File: config.mk
export PLATFORM = sky130hd
export DESIGN_NAME = combat_arbiter
export DESIGN_NICKNAME = d
export VERILOG_FILES = /design/src/rtl/combat_arbiter_pkg.sv /design/src/rtl/combat_arbiter_timer.sv /design/src/rtl/combat_arbiter.sv
export SDC_FILE = /design/constraint.sdc
export NUM_CORES = 1
export LEC_CHECK = 0
export CAP_MARGIN = 0
export CORE_MARGIN = 2
export CORE_UTILIZATION = 55
export CTS_BUF_LIST = sky130_fd_sc_hd__clkbuf_16
export CTS_CLUSTER_SIZE = 24
export DETAILED_ROUTE_END_ITERATION = 10
export GPL_ROUTABILITY_DRIVEN = 0
export PLACE_DENSITY = 0.8
export SETUP_SLACK_MARGIN = 0.3
export SYNTH_ARGS = -nofsm -noshare
export SYNTH_HDL_FRONTEND = slang
export SYNTH_SLANG_ARGS = --single-unit
File: constraint.sdc
create_clock -name clk -period 2.8 [get_ports clk]
set_input_delay 0.56 -clock clk [delete_from_list [all_inputs] [get_ports clk]]
set_output_delay 0.56 -clock clk [all_outputs]
set_load 0.05 [all_outputs]
File: src/rtl/combat_arbiter_pkg.sv
// Shared encodings, frame lengths and round limits for the combat arbiter.
package combat_arbiter_pkg;

  localparam logic [1:0] PH_IDLE     = 2'd0;
  localparam logic [1:0] PH_STARTUP  = 2'd1;
  localparam logic [1:0] PH_ACTIVE   = 2'd2;
  localparam logic [1:0] PH_RECOVERY = 2'd3;

  localparam logic [1:0] GNT_NONE = 2'b00;
  localparam logic [1:0] GNT_P1   = 2'b01;
  localparam logic [1:0] GNT_P2   = 2'b10;

  localparam int STARTUP_FRAMES  = 5;
  localparam int ACTIVE_FRAMES   = 2;
  localparam int RECOVERY_FRAMES = 8;
  localparam int TICKS_PER_SEC   = 60;
  localparam int TIME_MAX        = 99;

  localparam logic [1:0] HEALTH_MAX   = 2'd3;
  localparam logic [7:0] TIME_MAX_BCD = {4'(TIME_MAX / 10), 4'(TIME_MAX % 10)};

  // Index of the last frame of a phase; the phase ends on the tick that sees it.
  function automatic logic [2:0] last_frame(input logic [1:0] ph);
    case (ph)
      PH_STARTUP:  return 3'(STARTUP_FRAMES - 1);
      PH_ACTIVE:   return 3'(ACTIVE_FRAMES - 1);
      PH_RECOVERY: return 3'(RECOVERY_FRAMES - 1);
      default:     return 3'd0;
    endcase
  endfunction

  function automatic logic [7:0] bcd_inc(input logic [7:0] v);
    if (v[3:0] == 4'd9) return {v[7:4] + 4'd1, 4'd0};
    else                return {v[7:4], v[3:0] + 4'd1};
  endfunction

  function automatic logic [1:0] health_dec(input logic [1:0] h);
    return (h == 2'd0) ? 2'd0 : h - 2'd1;
  endfunction

endpackage

File: src/rtl/combat_arbiter_timer.sv
// Round timer: counts frame ticks into BCD seconds, saturating at TIME_MAX.
module round_timer
  import combat_arbiter_pkg::*;
(
  input  logic       clk,
  input  logic       rst_n,
  input  logic       tick,
  input  logic       clear,
  input  logic       freeze,
  output logic [7:0] time_bcd
);

  logic [5:0] sub_cnt;

  always_ff @(posedge clk or negedge rst_n) begin
    if (!rst_n) begin
      sub_cnt  <= '0;
      time_bcd <= '0;
    end else if (clear) begin
      sub_cnt  <= '0;
      time_bcd <= '0;
    end else if (tick && !freeze) begin
      if (sub_cnt == 6'(TICKS_PER_SEC - 1)) begin
        sub_cnt <= '0;
        if (time_bcd != TIME_MAX_BCD) time_bcd <= bcd_inc(time_bcd);
      end else begin
        sub_cnt <= sub_cnt + 6'd1;
      end
    end
  end

endmodule

File: src/rtl/combat_arbiter.sv
// Single shared hit resource: round-robin grant, startup/active/recovery
// frame sequencing, damage and round timer.
module combat_arbiter
  import combat_arbiter_pkg::*;
(
  input  logic       clk,
  input  logic       rst_n,
  input  logic       frame_tick,
  input  logic       game_start,
  input  logic       game_over,
  input  logic       p1_atk_req,
  input  logic       p2_atk_req,
  input  logic       p1_block,
  input  logic       p2_block,
  input  logic       in_range,
  output logic [1:0] health1,
  output logic [1:0] health2,
  output logic [7:0] time_counter,
  output logic [1:0] grant,
  output logic [1:0] atk_phase,
  output logic       hit_p1,
  output logic       hit_p2
);

  logic       running;
  logic       pend1;
  logic       pend2;
  logic       prio_p2;
  logic       hit_done;
  logic [2:0] frame_cnt;
  logic       frozen;
  logic       owner_p1;
  logic       owner_p2;
  logic       cand1;
  logic       cand2;
  logic       p1_wins;
  logic       def_block;

  assign frozen    = !running || game_over || (health1 == 2'd0) || (health2 == 2'd0);
  assign owner_p1  = (grant == GNT_P1);
  assign owner_p2  = (grant == GNT_P2);
  assign def_block = owner_p1 ? p2_block : p1_block;

  // The owner never contends, so outside IDLE only the other player can be a candidate.
  always_comb begin
    cand1   = pend1 || (p1_atk_req && !owner_p1);
    cand2   = pend2 || (p2_atk_req && !owner_p2);
    p1_wins = cand1 && (!cand2 || !prio_p2);
  end

  round_timer u_timer (
    .clk      (clk),
    .rst_n    (rst_n),
    .tick     (frame_tick),
    .clear    (game_start),
    .freeze   (frozen),
    .time_bcd (time_counter)
  );

  always_ff @(posedge clk or negedge rst_n) begin
    if (!rst_n) begin
      health1   <= HEALTH_MAX;
      health2   <= HEALTH_MAX;
      grant     <= GNT_NONE;
      atk_phase <= PH_IDLE;
      hit_p1    <= 1'b0;
      hit_p2    <= 1'b0;
      pend1     <= 1'b0;
      pend2     <= 1'b0;
      prio_p2   <= 1'b0;
      hit_done  <= 1'b0;
      frame_cnt <= '0;
      running   <= 1'b0;
    end else begin
      hit_p1 <= 1'b0;
      hit_p2 <= 1'b0;
      if (game_start) begin
        health1   <= HEALTH_MAX;
        health2   <= HEALTH_MAX;
        grant     <= GNT_NONE;
        atk_phase <= PH_IDLE;
        pend1     <= 1'b0;
        pend2     <= 1'b0;
        hit_done  <= 1'b0;
        frame_cnt <= '0;
        running   <= 1'b1;
      end else if (!frozen) begin
        if (atk_phase == PH_IDLE) begin
          if (cand1 || cand2) begin
            atk_phase <= PH_STARTUP;
            frame_cnt <= '0;
            hit_done  <= 1'b0;
            if (p1_wins) begin
              grant   <= GNT_P1;
              pend1   <= 1'b0;
              pend2   <= cand2;
              prio_p2 <= 1'b1;
            end else begin
              grant   <= GNT_P2;
              pend2   <= 1'b0;
              pend1   <= cand1;
              prio_p2 <= 1'b0;
            end
          end
        end else begin
          if (p1_atk_req && !owner_p1) pend1 <= 1'b1;
          if (p2_atk_req && !owner_p2) pend2 <= 1'b1;
          if (frame_tick) begin
            if (atk_phase == PH_ACTIVE && !hit_done && in_range && !def_block) begin
              hit_done <= 1'b1;
              if (owner_p1) begin
                health2 <= health_dec(health2);
                hit_p2  <= 1'b1;
              end else begin
                health1 <= health_dec(health1);
                hit_p1  <= 1'b1;
              end
            end
            if (frame_cnt == last_frame(atk_phase)) begin
              frame_cnt <= '0;
              if (atk_phase == PH_RECOVERY) begin
                // A waiting challenger takes the resource without passing through IDLE.
                if (cand1) begin
                  grant     <= GNT_P1;
                  pend1     <= 1'b0;
                  prio_p2   <= 1'b1;
                  hit_done  <= 1'b0;
                  atk_phase <= PH_STARTUP;
                end else if (cand2) begin
                  grant     <= GNT_P2;
                  pend2     <= 1'b0;
                  prio_p2   <= 1'b0;
                  hit_done  <= 1'b0;
                  atk_phase <= PH_STARTUP;
                end else begin
                  grant     <= GNT_NONE;
                  atk_phase <= PH_IDLE;
                end
              end else begin
                atk_phase <= atk_phase + 2'd1;
              end
            end else begin
              frame_cnt <= frame_cnt + 3'd1;
            end
          end
        end
      end
    end
  end

endmodule

==> results of run 1 <==
[power groups by stage]
stage          clock [mW]  combinational [mW]  sequential, mW
2_1_floorplan           0               0.193           0.559
3_3_place_gp            0               0.323           0.526
3_5_place_dp            0               0.329           0.525
4_1_cts             0.511               0.329           0.519
5_1_grt             0.535               0.367           0.524
6_report            0.507               0.332           0.519
[Yosys cell counts, types with 3 or more instances]
library cell	count	area share, %
inv_1	12	2.2
nand4_1	4	1.2
a31oi_1	3	0.91
ha_1	12	7.3
a41oi_1	3	1.3
dfstp_2	4	5.1
mux2i_1	4	1.9
dfrtp_1	28	34
clkbuf_1	4	0.73
o21ai_0	4	0.97
nor2b_1	3	0.91
xnor2_1	5	2.1
nand2_1	13	2.4
nand3_1	9	2.2
o21ai_1	4	0.97
o21a_1	5	1.8
nor3_1	8	1.9
nor2_1	23	4.2
a211oi_1	4	1.5
a21oi_1	12	2.9
[per-layer routing]
layer	vias to the layer above	wire (µm)
li1	852	-
met1	875	1970
met2	47	2200
met3	6	189
met4	0	63
met5	-	0
[worst max-delay path by stage]
| stage | to | startpoint | slack (ps) | depth (start not counted) |
|---|---|---|---|---|
| after detailed placement | u_timer.time_bcd[5] | frame_tick | 150 | 7 |
| after global placement | u_timer.time_bcd[5] | frame_tick | 220 | 7 |
| after global routing | u_timer.time_bcd[5] | frame_tick | 360 | 7 |
| final | u_timer.time_bcd[5] | frame_tick | 450 | 7 |
| after CTS | grant[1] | atk_phase[0] | 450 | 7 |
| after floorplan | grant[1] | atk_phase[0] | 360 | 7 |
[stage by stage]
stage | hold slack, ps | total power, mW | instance area (µm²) | std cells
after floorplan | 264 | 0.752 | 2060 | 214
after global placement | 453 | 0.849 | 2420 | 292
after detailed placement | 454 | 0.854 | 2420 | 292
after CTS | 469 | 1.36 | 2550 | 300
after global routing | 508 | 1.43 | 2560 | 300
final | 469 | 1.36 | 2560 | 300
[state kept, by name (all words and copies together) (netlist names)]
register / cells
atk_phase: 2
hit_p1: 1
health2: 2
prio_p2: 1
grant: 2
u_timer.sub_cnt: 6
pend2: 1
running: 1
u_timer.time_bcd: 8
hit_p2: 1
hit_done: 1
health1: 2
frame_cnt: 3
pend1: 1
[logic make-up after synthesis]
| logic type | after synthesis | share of synthesized area [%] |
|---|---|---|
| fa+ha+maj | 12 | 7.30 |
| mux | 7 | 3.77 |
| simple gates | 84 | 24.0 |
| flops | 32 | 39.2 |
| buf+inv | 19 | 4.20 |
| compound gates | 54 | 19.0 |
| xor+xnor | 6 | 2.56 |
[layout make-up]
class	instances	area, µm²
clock inverter	3	11.3
inverter	13	48.8
clock buffer	5	125
timing repair buffer	36	338
tap	48	60.1
fill	289	1080
sequential	32	806
multi-input combinational	163	1170
[critical path: stages]
cell,delay (ps)
clkdlybuf4s50_1,500
inv_2,60
or4_1,510
buf_4,220
nor3_2,270
mux2_1,350
nor2_1,90
[layout by cell type, fill, tap and decap left out, types with 2 or more instances in the layout]
master,Yosys,final
a211oi_1,4,4
a21o_1,2,2
a21oi_1,12,12
a31o_1,2,2
a31oi_1,3,3
a41oi_1,3,3
buf_4,0,9
clkbuf_16,0,5
clkdlybuf4s50_1,0,27
clkinv_1,0,2
dfrtp_1,28,28
dfstp_2,4,4
ha_1,12,12
inv_1,12,13
mux2_1,2,2
mux2i_1,4,4
nand2_1,13,13
nand2b_1,2,2
nand3_1,9,9
nand3b_1,2,2
nand4_1,4,4
nor2_1,23,23
nor2b_1,3,3
nor3_1,8,8
nor3_2,2,2
nor4_4,2,2
o21a_1,5,5
o21ai_0,4,4
o21ai_1,4,3
o21ai_2,1,2
o31ai_1,2,2
or3_1,2,2
xnor2_1,5,5
==> flow_metrics.env, run 1 <==
export IMPL_clock_sinks=32
export IMPL_clkTransAtPathRegs_ps=50
export IMPL_power_switching_mw=0.422
export IMPL_pwr_share_comb_pct=24.4
export IMPL_end_kind="register"
export IMPL_dieArea_mm2=0.00424
export IMPL_htreeDepth=2
export IMPL_ys_seq_elements=32
export IMPL_power_leakage_nw=1.09
export IMPL_first_iter_violations=119
export IMPL_ys_types=60
export IMPL_clk_insertion_delay_late_ps=280
export IMPL_diodes=0
export IMPL_place_hpwl_mm=3.18
export IMPL_rsz0062_at_grt="no"
export IMPL_die_y_um=65.1
export IMPL_fin_skew_ps=4.49
export IMPL_grt_max_degree=33
export IMPL_internal_power_mw=0.936
export IMPL_finish_utilization_pct=70.4
export IMPL_relSlewSlack_pct=66.7
export IMPL_synth_edff_count=0
export IMPL_power_share_sequential_pct=38.2
export IMPL_r2r_end="grant[1]"
export IMPL_drive_gt1_share_pct=13.5
export IMPL_grt_usage_pct=23.8
export IMPL_gr_usage_met1_pct=28.4
export IMPL_status="complete, no violations"
export IMPL_routed_wl_mm=4.43
export IMPL_syn_area_mm2=0.00206
export IMPL_cts_tree="yes"
export IMPL_gr_max_usage_layer="met2"
export IMPL_cp_data_arrival_time_ps=2560
export IMPL_postCtsHoldBufs=0
export IMPL_path_class="in2reg"
export IMPL_num_vias=1780
export IMPL_switching_share_pct=31.1
export IMPL_drc=0
export IMPL_hold_depth=1
export IMPL_overflow=0
export IMPL_worst_r2r_cell_count=7
export IMPL_period_share_pct=83.9
export IMPL_synth_area_per_cell_um2=9.61
export IMPL_hold_class="reg2reg"
export IMPL_cts_root_buf="clkbuf_16"
export IMPL_maxCapViolCount=0
export IMPL_async_flop_share_pct=100
export IMPL_io_pins=28
export IMPL_cp_required_ps=3010
export IMPL_nets=273
export IMPL_antenna_left=0
export IMPL_max_clock_freq_mhz=426
export IMPL_grt_pass1_vias=1792
export IMPL_hold_end="running"
export IMPL_synth_nets=236
export IMPL_grt_first_pass_wirelength_mm=7.90
export IMPL_timing_setup_tns_ps=0
export IMPL_die_x_um=65.1
export IMPL_place_ws_ps=155
export IMPL_start_util_pct=56.6
export IMPL_startpoint_type="input pin"
export IMPL_rows=22
export IMPL_worst_slack_ps=452
export IMPL_grt_antenna_before_repair=0
export IMPL_ys_seq_area_share_pct=39.2
export IMPL_rrSetupSlack_ps=540
export IMPL_clockBufferDepth=2
export IMPL_area_growth_pct=24.3
export IMPL_cts_resized_gates=0
export IMPL_hold_viol_final=0
export IMPL_syn_inst=214
export IMPL_first_pass_iters=4
export IMPL_core_mm2=0.00363
export IMPL_min_from="running"
export IMPL_setup_viol=0
export IMPL_slew_viol_final=0
export IMPL_numCtsBuffers=5
export IMPL_met2_usage_pct=42.1
export IMPL_synth_flop_cell="dfrtp_1"
export IMPL_r2r_start="atk_phase[0]"
export IMPL_vdd_ir_drop_worst_mv=0.295
export IMPL_p_clk_share_pct=37.3
export IMPL_wire_per_inst_um=14.8
export IMPL_cts_setup_buffers=0
export IMPL_vias_per_cell=5.93
export IMPL_finalCriticalPeriod_ps=2350
export IMPL_cp_max_fo=16
export IMPL_power_density_mw_per_mm2=531
export IMPL_worstMarginPinSlew_ps=498
export IMPL_yosys_warnings=0
export IMPL_io_buffers=27
export IMPL_met3_usage_pct=5.99
No activity file was read; power rests on OpenSTA's default activity.
==> run 2: changes to the inputs <==
--- a/config.mk
+++ b/config.mk
@@ -7,12 +7,12 @@
 export LEC_CHECK = 0
 export CAP_MARGIN = 0
 export CORE_MARGIN = 2
-export CORE_UTILIZATION = 55
+export CORE_UTILIZATION = 49
 export CTS_BUF_LIST = sky130_fd_sc_hd__clkbuf_16
 export CTS_CLUSTER_SIZE = 24
 export DETAILED_ROUTE_END_ITERATION = 10
 export GPL_ROUTABILITY_DRIVEN = 0
-export PLACE_DENSITY = 0.8
+export PLACE_DENSITY = 0.75
 export SETUP_SLACK_MARGIN = 0.3
 export SYNTH_ARGS = -nofsm -noshare
 export SYNTH_HDL_FRONTEND = slang
==> constraint.sdc (replaced) <==
create_clock -name clk -period 2 [get_ports clk]
set_input_delay 0.4 -clock clk [delete_from_list [all_inputs] [get_ports clk]]
set_output_delay 0.4 -clock clk [all_outputs]
set_load 0.05 [all_outputs]
==> run 2 against run 1 <==
Against the previous run: the run now ends with negative setup slack left; global-route usage up 1.5 points; design area is 22% higher; clock skew decreased by 1.1 ps; power increased by 70%; wire length rose by 30%; largest power group is now the clock network; highest routed layer unchanged.
==> flow_metrics.env, run 2 (synthesized netlist as in run 1, its figures left out) <==
export IMPL_status="finished with violations"
export IMPL_violations="negative setup slack"
export IMPL_clockBufferDepth=2
export IMPL_place_hpwl_mm=3.55
export IMPL_area_growth_pct=52.0
export IMPL_drive_gt1_share_pct=41.2
export IMPL_grt_first_pass_wirelength_mm=8.76
export IMPL_placedCellCount=312
export IMPL_path_class="reg2reg"
export IMPL_htreeDepth=2
export IMPL_grt_pass1_vias=1877
export IMPL_cp_required_ps=2210
export IMPL_grt_usage_pct=25.3
export IMPL_largest_reg_flops=8
export IMPL_numCtsBuffers=5
export IMPL_power_density_mw_per_mm2=740
export IMPL_period_share_pct=101
export IMPL_drc=0
export IMPL_place_ws_ps=-395
export IMPL_clkTransAtPathRegs_ps=50
export IMPL_routed_wl_mm=5.77
export IMPL_diodes=0
export IMPL_cts_tree="yes"
export IMPL_relSlewSlack_pct=67.4
export IMPL_vias_per_cell=5.89
export IMPL_vdd_ir_drop_worst_mv=0.642
export IMPL_met3RoutedLength_um=257
export IMPL_finalCriticalPeriod_ps=2030
export IMPL_dieArea_mm2=0.00473
export IMPL_num_vias=1967
export IMPL_clock_sinks=32
export IMPL_reg_top3="u_timer.time_bcd: 8 flops, u_timer.sub_cnt: 6 flops, frame_cnt: 3 flops"
export IMPL_antenna_left=0
export IMPL_rows=23
export IMPL_end_kind="register"
export IMPL_overflow=0
export IMPL_die_x_um=68.8
export IMPL_start_util_pct=51.0
export IMPL_layout_common_cells="buf_4 (38), dfrtp_1 (24), nor2_1 (19), nand2_1 (12), dlygate4sd2_1 (12)"
export IMPL_startpoint_type="register"
export IMPL_rsz0062_at_grt="yes"
export IMPL_first_iter_violations=116
export IMPL_hold_viol_final=0
export IMPL_fin_skew_ps=3.41
export IMPL_cp_max_fo=7
export IMPL_worst_slack_ps=-29.6
export IMPL_core_mm2=0.00403
export IMPL_final_cells=334
export IMPL_max_clock_freq_mhz=493
export IMPL_grt_antenna_before_repair=0
export IMPL_clk_insertion_delay_late_ps=280
export IMPL_die_y_um=68.8
export IMPL_path_cells="nor2_4 -> or4_4 -> buf_8 -> nor3_4 -> mux2_4 -> nor2_1"
export IMPL_maxCapViolCount=0
export IMPL_slew_viol_final=0
export IMPL_setup_viol=4
export IMPL_top_register="u_timer.time_bcd"
export IMPL_io_buffers=27
export IMPL_grt_max_degree=33
export IMPL_wl_met2_mm=2.98
export IMPL_finish_utilization_pct=77.5
export IMPL_first_pass_iters=4
export IMPL_final_common_cell="buf_4"
export IMPL_timing_hold_ws_ps=471
export IMPL_cts_root_buf="clkbuf_16"
export IMPL_postCtsHoldBufs=0
export IMPL_cp_data_arrival_time_ps=2240
export IMPL_top_layer="met4"
export IMPL_worstMarginPinSlew_ps=492
export IMPL_power_leakage_nw=1.37
export IMPL_nets=305
export IMPL_slowest_stage="dfstp_4"
export IMPL_wire_per_inst_um=17.3
export IMPL_critPathMaxStageDelay_ps=620
export IMPL_hold_class="reg2reg"
export IMPL_wirelength_met1_mm=2.40
export IMPL_io_pins=28
## run 2: cell count changes in the layout (fill, tap and decap cells not counted), moves of 5 or more
cell,delta
clkdlybuf4s50_1,-20
buf_4,+29
buf_6,+8
dlygate4sd2_1,+12
nor3_1,-5
## run 2: power breakdown
part	total [mW]	internal, mW	switching (mW)
Clock	0.847	0.578	0.269
Sequential	0.743	0.685	0.0582
Combinational	0.724	0.317	0.406
## run 2: per-stage QoR
step | area, µm² | power [mW] | TNS, ps
6_report | 3120 | 2.31 | -64.7
5_1_grt | 3120 | 2.40 | -452
4_1_cts | 3010 | 2.24 | -45.6
3_5_place_dp | 2650 | 1.31 | -6160
3_3_place_gp | 2650 | 1.30 | -5580
2_1_floorplan | 2160 | 1.10 | -230
## run 2: metal layers
metal / up-vias / GRT usage, %
li1: 923 / -
met5: - / 0
met3: 16 / 5.84
met1: 962 / 30.1
met2: 66 / 44.8
met4: 0 / 8.33
## run 2: path summary, 6_finish.rpt
kind,from,end,cells after the start,slack (ps)
worst max register to register,health2[1],u_timer.time_bcd[5],6,-30
min in group asynchronous,rst_n,pend2,2,530
worst max-delay path,health2[1],u_timer.time_bcd[5],6,-30
max in group asynchronous,rst_n,health1[1],2,1150
worst min-delay path,running,running,1,470
worst min register to register,running,running,1,470
## run 2: critical path, delay by kind of cell, from the launching register on
| family | cells | cell delay (ps) |
|---|---|---|
| buffers and inverters | 1 | 170 |
| flip-flops | 1 | 620 |
| multiplexers | 1 | 320 |
| AND/OR/NAND/NOR | 4 | 850 |
## run 2: area by class of cell
| cell class | instances | area (µm²) |
|---|---|---|
| clock buffer | 5 | 125 |
| clock inverter | 3 | 37.5 |
| fill | 256 | 905 |
| inverter | 13 | 53.8 |
| multi-input combinational | 163 | 1450 |
| sequential | 32 | 815 |
| tap | 50 | 62.6 |
| timing repair buffer | 68 | 586 |
## run 2: timing repair
item                       in CTS  in global routing
pin swaps                      17                 13
cloned                          0                  0
setup buffers                  13                  1
resized for setup              42                 23
setup endpoints to repair      42                 33
==> edit 1: new RTL, flow settings as in run 1 <==
Compare `sub_cnt` against `6'(TICKS_PER_SEC - 1)` with >= in place of ==.
--- a/src/rtl/combat_arbiter_timer.sv
+++ b/src/rtl/combat_arbiter_timer.sv
@@ -21,5 +21,5 @@
       time_bcd <= '0;
     end else if (tick && !freeze) begin
-      if (sub_cnt == 6'(TICKS_PER_SEC - 1)) begin
+      if (sub_cnt >= 6'(TICKS_PER_SEC - 1)) begin
         sub_cnt <= '0;
         if (time_bcd != TIME_MAX_BCD) time_bcd <= bcd_inc(time_bcd);
Behaviour: no difference found for any inputs over 10 cycles, from zero or initial values and one cycle with rst_n low; that may be too few to reach the edited logic, so the function may still have changed.
==> edit 1 against run 1 <==
- sequential cell count is the same
- utilization up 1.5 points
- synthesized cell count is 5.1% lower
- cell area fell by 7.0%
- maximum frequency is 5.5% higher
- power fell by 3.9%
- routed wire length up 2.3%
- synthesized area is 7.8% lower
- worst setup slack better by 0.12 ns
- critical path type unchanged
==> edit 1: results (changes against run 1) <==
<table>
<tr><th>Metric</th><th>Value</th></tr>
<tr><th colspan="2">Synthesis</th></tr>
<tr><td>Top cells by area, synth</td><td>sky130_fd_sc_hd__dfrtp_1 37%, sky130_fd_sc_hd__ha_1 5.9%, sky130_fd_sc_hd__dfstp_2 5.5%, sky130_fd_sc_hd__o21ai_0 4.5%, sky130_fd_sc_hd__a21oi_1 2.9%</td></tr>
<tr><td>Leading post-synthesis cells by instance count</td><td>28 x sky130_fd_sc_hd__dfrtp_1, 17 x sky130_fd_sc_hd__o21ai_0, 14 x sky130_fd_sc_hd__nand2_1, 14 x sky130_fd_sc_hd__nor2_1</td></tr>
<tr><td>Sequential fraction of the synthesis area</td><td>42.5% (+3.3 points)</td></tr>
<tr><td>Net Count, Synth</td><td>222 (-5.9%)</td></tr>
<tr><th colspan="2">Outcome</th></tr>
<tr><td>Outcome</td><td>finished, final reports clean</td></tr>
<tr><th colspan="2">Timing</th></tr>
<tr><td>Post-Route Skew</td><td>0.00665 ns (+0.00216 ns)</td></tr>
<tr><th colspan="2">Placed design</th></tr>
<tr><td>HPWL after DPL</td><td>3.38 mm (+6.1%)</td></tr>
<tr><th colspan="2">Power</th></tr>
<tr><td>Share of total power in the clock network</td><td>38.3% (+1.0 points)</td></tr>
<tr><td>Total net switching power</td><td>388 uW (-8.0%)</td></tr>
<tr><td>Leakage power figure</td><td>1.03 nW (-5.1%)</td></tr>
<tr><td>Portion of total power attributed to combinational logic</td><td>21.7% (-2.7 points)</td></tr>
<tr><td>Maximum ir drop on the vdd rail</td><td>0.512 mV (+74%)</td></tr>
<tr><th colspan="2">Worst setup path</th></tr>
<tr><td>Kind of cell adding the most delay to the critical path</td><td>buffers and inverters</td></tr>
<tr><td>Max FO, Critical Path</td><td>5 (-11)</td></tr>
<tr><th colspan="2">Routing</th></tr>
<tr><td>Detailed-route via count</td><td>1740 (-2.2%)</td></tr>
<tr><td>Total iterations of the first detailed-routing run</td><td>5 (+1)</td></tr>
<tr><td>Final routed wirelength across all metal layers</td><td>4.53 mm (+2.3%)</td></tr>
<tr><th colspan="2">Global route</th></tr>
<tr><td>GRT Resource Usage Total</td><td>25.3% (+1.5 points)</td></tr>
<tr><td>Wire length of the first global-routing pass</td><td>7.82 mm (-1.1%)</td></tr>
<tr><th colspan="2">Finish</th></tr>
<tr><td>Total number of nets in the final design</td><td>257 (-5.9%)</td></tr>
</table>
## edit 1: changes by cell type after synthesis, sizes merged, moves of 4 or more
cell    before  now
o21a         5    0
nor2        24   14
o21ai        9   17
or2          1    7
mux2i        4    0
a211oi       4    0
## edit 1: worst paths after layout
check                      slack [ns]                              end
setup / recovery                 0.58  u_timer.time_bcd[3]$_DFFE_PN0P_
hold / removal                   0.49              running$_DFFE_PN0P_
setup reg to reg                 0.66             hit_done$_DFFE_PN0P_
hold reg to reg                  0.49              running$_DFFE_PN0P_
max in group asynchronous        1.78           health1[1]$_DFFE_PN1P_
min in group asynchronous        0.68  u_timer.time_bcd[2]$_DFFE_PN0P_
## edit 1: metal layers
| metal | up-vias | GRT usage, % | part of all wire [%] |
|---|---|---|---|
| li1 | 821 | - | - |
| met1 | 847 | 33.5 | 44 |
| met2 | 58 | 40.2 | 48 |
| met3 | 14 | 7.21 | 5.0 |
| met4 | 0 | 8.06 | 2.6 |
| met5 | - | 0 | 0 |
## edit 1: through the flow
stage	hold slack [ns]	instance area [um^2]	std cells
global placement	0.482	2240	277
detailed placement	0.473	2240	277
floorplan	0.264	1900	203
global route	0.510	2380	285
CTS	0.489	2380	285
finish	0.493	2380	285
## edit 1: final cells by class
class,instances,share of cell area [%]
timing repair buffer,31,12.6
tap,46,2.42
inverter,11,1.74
clock inverter,3,0.473
sequential,32,33.9
multi-input combinational,157,43.6
clock buffer,5,5.26
## edit 1: logic make-up (layout without fill, tap and decap cells)
family	Yosys count	in the layout	synth area share [%]
buffers and inverters	14	50	2.77
multiplexers	3	3	1.78
adder cells (fa/ha/maj)	9	9	5.94
XOR/XNOR	6	6	2.77
AND/OR/NAND/NOR	85	85	24.4
flip-flops	32	32	42.5
AO/OA/AOI/OAI	54	54	19.9
==> edit 2: new RTL, settings of run 1 <==
Without the edit above. Change the package constant `TICKS_PER_SEC` from 60 to 30.
--- a/src/rtl/combat_arbiter_pkg.sv
+++ b/src/rtl/combat_arbiter_pkg.sv
@@ -14,5 +14,5 @@
   localparam int ACTIVE_FRAMES   = 2;
   localparam int RECOVERY_FRAMES = 8;
-  localparam int TICKS_PER_SEC   = 60;
+  localparam int TICKS_PER_SEC   = 30;
   localparam int TIME_MAX        = 99;
 
Formal check against the unedited RTL: same outputs for any inputs over 10 cycles, from zero or initial values and one cycle with rst_n low; that may be too few to reach the edited logic, so the function may still have changed.
==> edit 2 against run 1 <==
- first-iteration DRC count fell by 13%
- worst setup slack improved by 0.10 ns
- synthesized area fell by 4.3%
- sequential cell count did not move
- count of clock-buffer cells in the layout did not move
- cell area fell by 4.7%
- global-route usage fell by 0.38 points
- power rose by 19%
- clock power rose by 1%
- clock skew rose by 0.00063 ns
- routed wire length fell by 4.7%
- critical endpoint is now frame_cnt[0]$_DFFE_PN0P_
- highest routed layer unchanged
==> edit 2: results (changes against run 1) <==
<table>
<tr><th>Metric</th><th>Value</th></tr>
<tr><th colspan="2">Placed design</th></tr>
<tr><td>HPWL after DPL</td><td>3.10 mm (-2.6%)</td></tr>
<tr><td>Cell area reported after detailed placement</td><td>2300 um^2 (-5.0%)</td></tr>
<tr><th colspan="2">Floorplanning</th></tr>
<tr><td>Row Count</td><td>21 (-4.5%)</td></tr>
<tr><th colspan="2">Finish</th></tr>
<tr><td>Layout overhead on the synthesized area</td><td>23.7%</td></tr>
<tr><td>Repair and plain buffers</td><td>31 (-14%)</td></tr>
<tr><td>Non-clk invs</td><td>12 (-1)</td></tr>
<tr><td>Layout multi-input combinational cell count</td><td>144 (-12%)</td></tr>
<tr><td>Footprint of the multi-input gates</td><td>1090 um^2 (-6.9%)</td></tr>
<tr><td>Fraction of final layout cells sized beyond drive strength 1</td><td>14.1% (+0.60 points)</td></tr>
<tr><td>Final Non-Filler Cells</td><td>273 (-9.0%)</td></tr>
<tr><td>Count of fill cells added during filler insertion</td><td>232 (-20%)</td></tr>
<tr><td>Fraction of area in clock buffers and inverters</td><td>5.70% (+0.37 points)</td></tr>
<tr><th colspan="2">Worst setup path</th></tr>
<tr><td>Max FO, Critical Path</td><td>8 (-8)</td></tr>
<tr><td>Critical Path AT</td><td>2.41 ns (-0.15 ns)</td></tr>
<tr><th colspan="2">Global route</th></tr>
<tr><td>GRT Resource Usage Total</td><td>23.4% (-0.38 points)</td></tr>
<tr><td>Met2 track demand over resource in global routing</td><td>39.1% (-3.1 points)</td></tr>
<tr><td>Wire length of the first global-routing pass</td><td>7.53 mm (-4.6%)</td></tr>
<tr><td>Via count of the first global-routing pass</td><td>1655 (-7.6%)</td></tr>
<tr><th colspan="2">Power</th></tr>
<tr><td>Leakage power figure</td><td>1.06 nW (-2.5%)</td></tr>
<tr><td>P_comb</td><td>531 uW (+60%)</td></tr>
<tr><th colspan="2">Synthesis</th></tr>
<tr><td>Net Count, Synth</td><td>217 (-8.1%)</td></tr>
<tr><td>Fraction of synthesized cell area in xor and xnor cells</td><td>2.67% (+0.11 points)</td></tr>
<tr><td>Leading post-synthesis cells by instance count</td><td>28 x sky130_fd_sc_hd__dfrtp_1, 20 x sky130_fd_sc_hd__nor2_1, 13 x sky130_fd_sc_hd__ha_1, 13 x sky130_fd_sc_hd__nand2_1, 11 x sky130_fd_sc_hd__inv_1</td></tr>
<tr><td>Count of distinct cell types in the synthesized netlist</td><td>63 (+5.0%)</td></tr>
<tr><th colspan="2">Routing</th></tr>
<tr><td>Met2 wire len</td><td>2.13 mm (-3.4%)</td></tr>
<tr><td>Post-route met1 wirelength</td><td>1.86 mm (-5.8%)</td></tr>
<tr><th colspan="2">Outcome</th></tr>
<tr><td>Outcome</td><td>finished, final reports clean</td></tr>
</table>
-- edit 2: cell families after synthesis --
logic type / count (synthesis)
flip-flops: 32
XOR/XNOR: 6
buffers and inverters: 18
AND/OR/NAND/NOR: 73
multiplexers: 8
AO/OA/AOI/OAI: 44
adder cells (fa/ha/maj): 13
-- edit 2: worst paths after layout --
kind	from	end	slack (ns)	depth (start not counted)
setup / recovery	atk_phase[0]$_DFFE_PN0P_	frame_cnt[0]$_DFFE_PN0P_	0.55	6
hold / removal	running$_DFFE_PN0P_	running$_DFFE_PN0P_	0.48	1
setup reg to reg	atk_phase[0]$_DFFE_PN0P_	frame_cnt[0]$_DFFE_PN0P_	0.55	6
hold reg to reg	running$_DFFE_PN0P_	running$_DFFE_PN0P_	0.48	1
max in group asynchronous	rst_n	health1[0]$_DFFE_PN1P_	1.78	2
min in group asynchronous	rst_n	atk_phase[0]$_DFFE_PN0P_	0.69	2
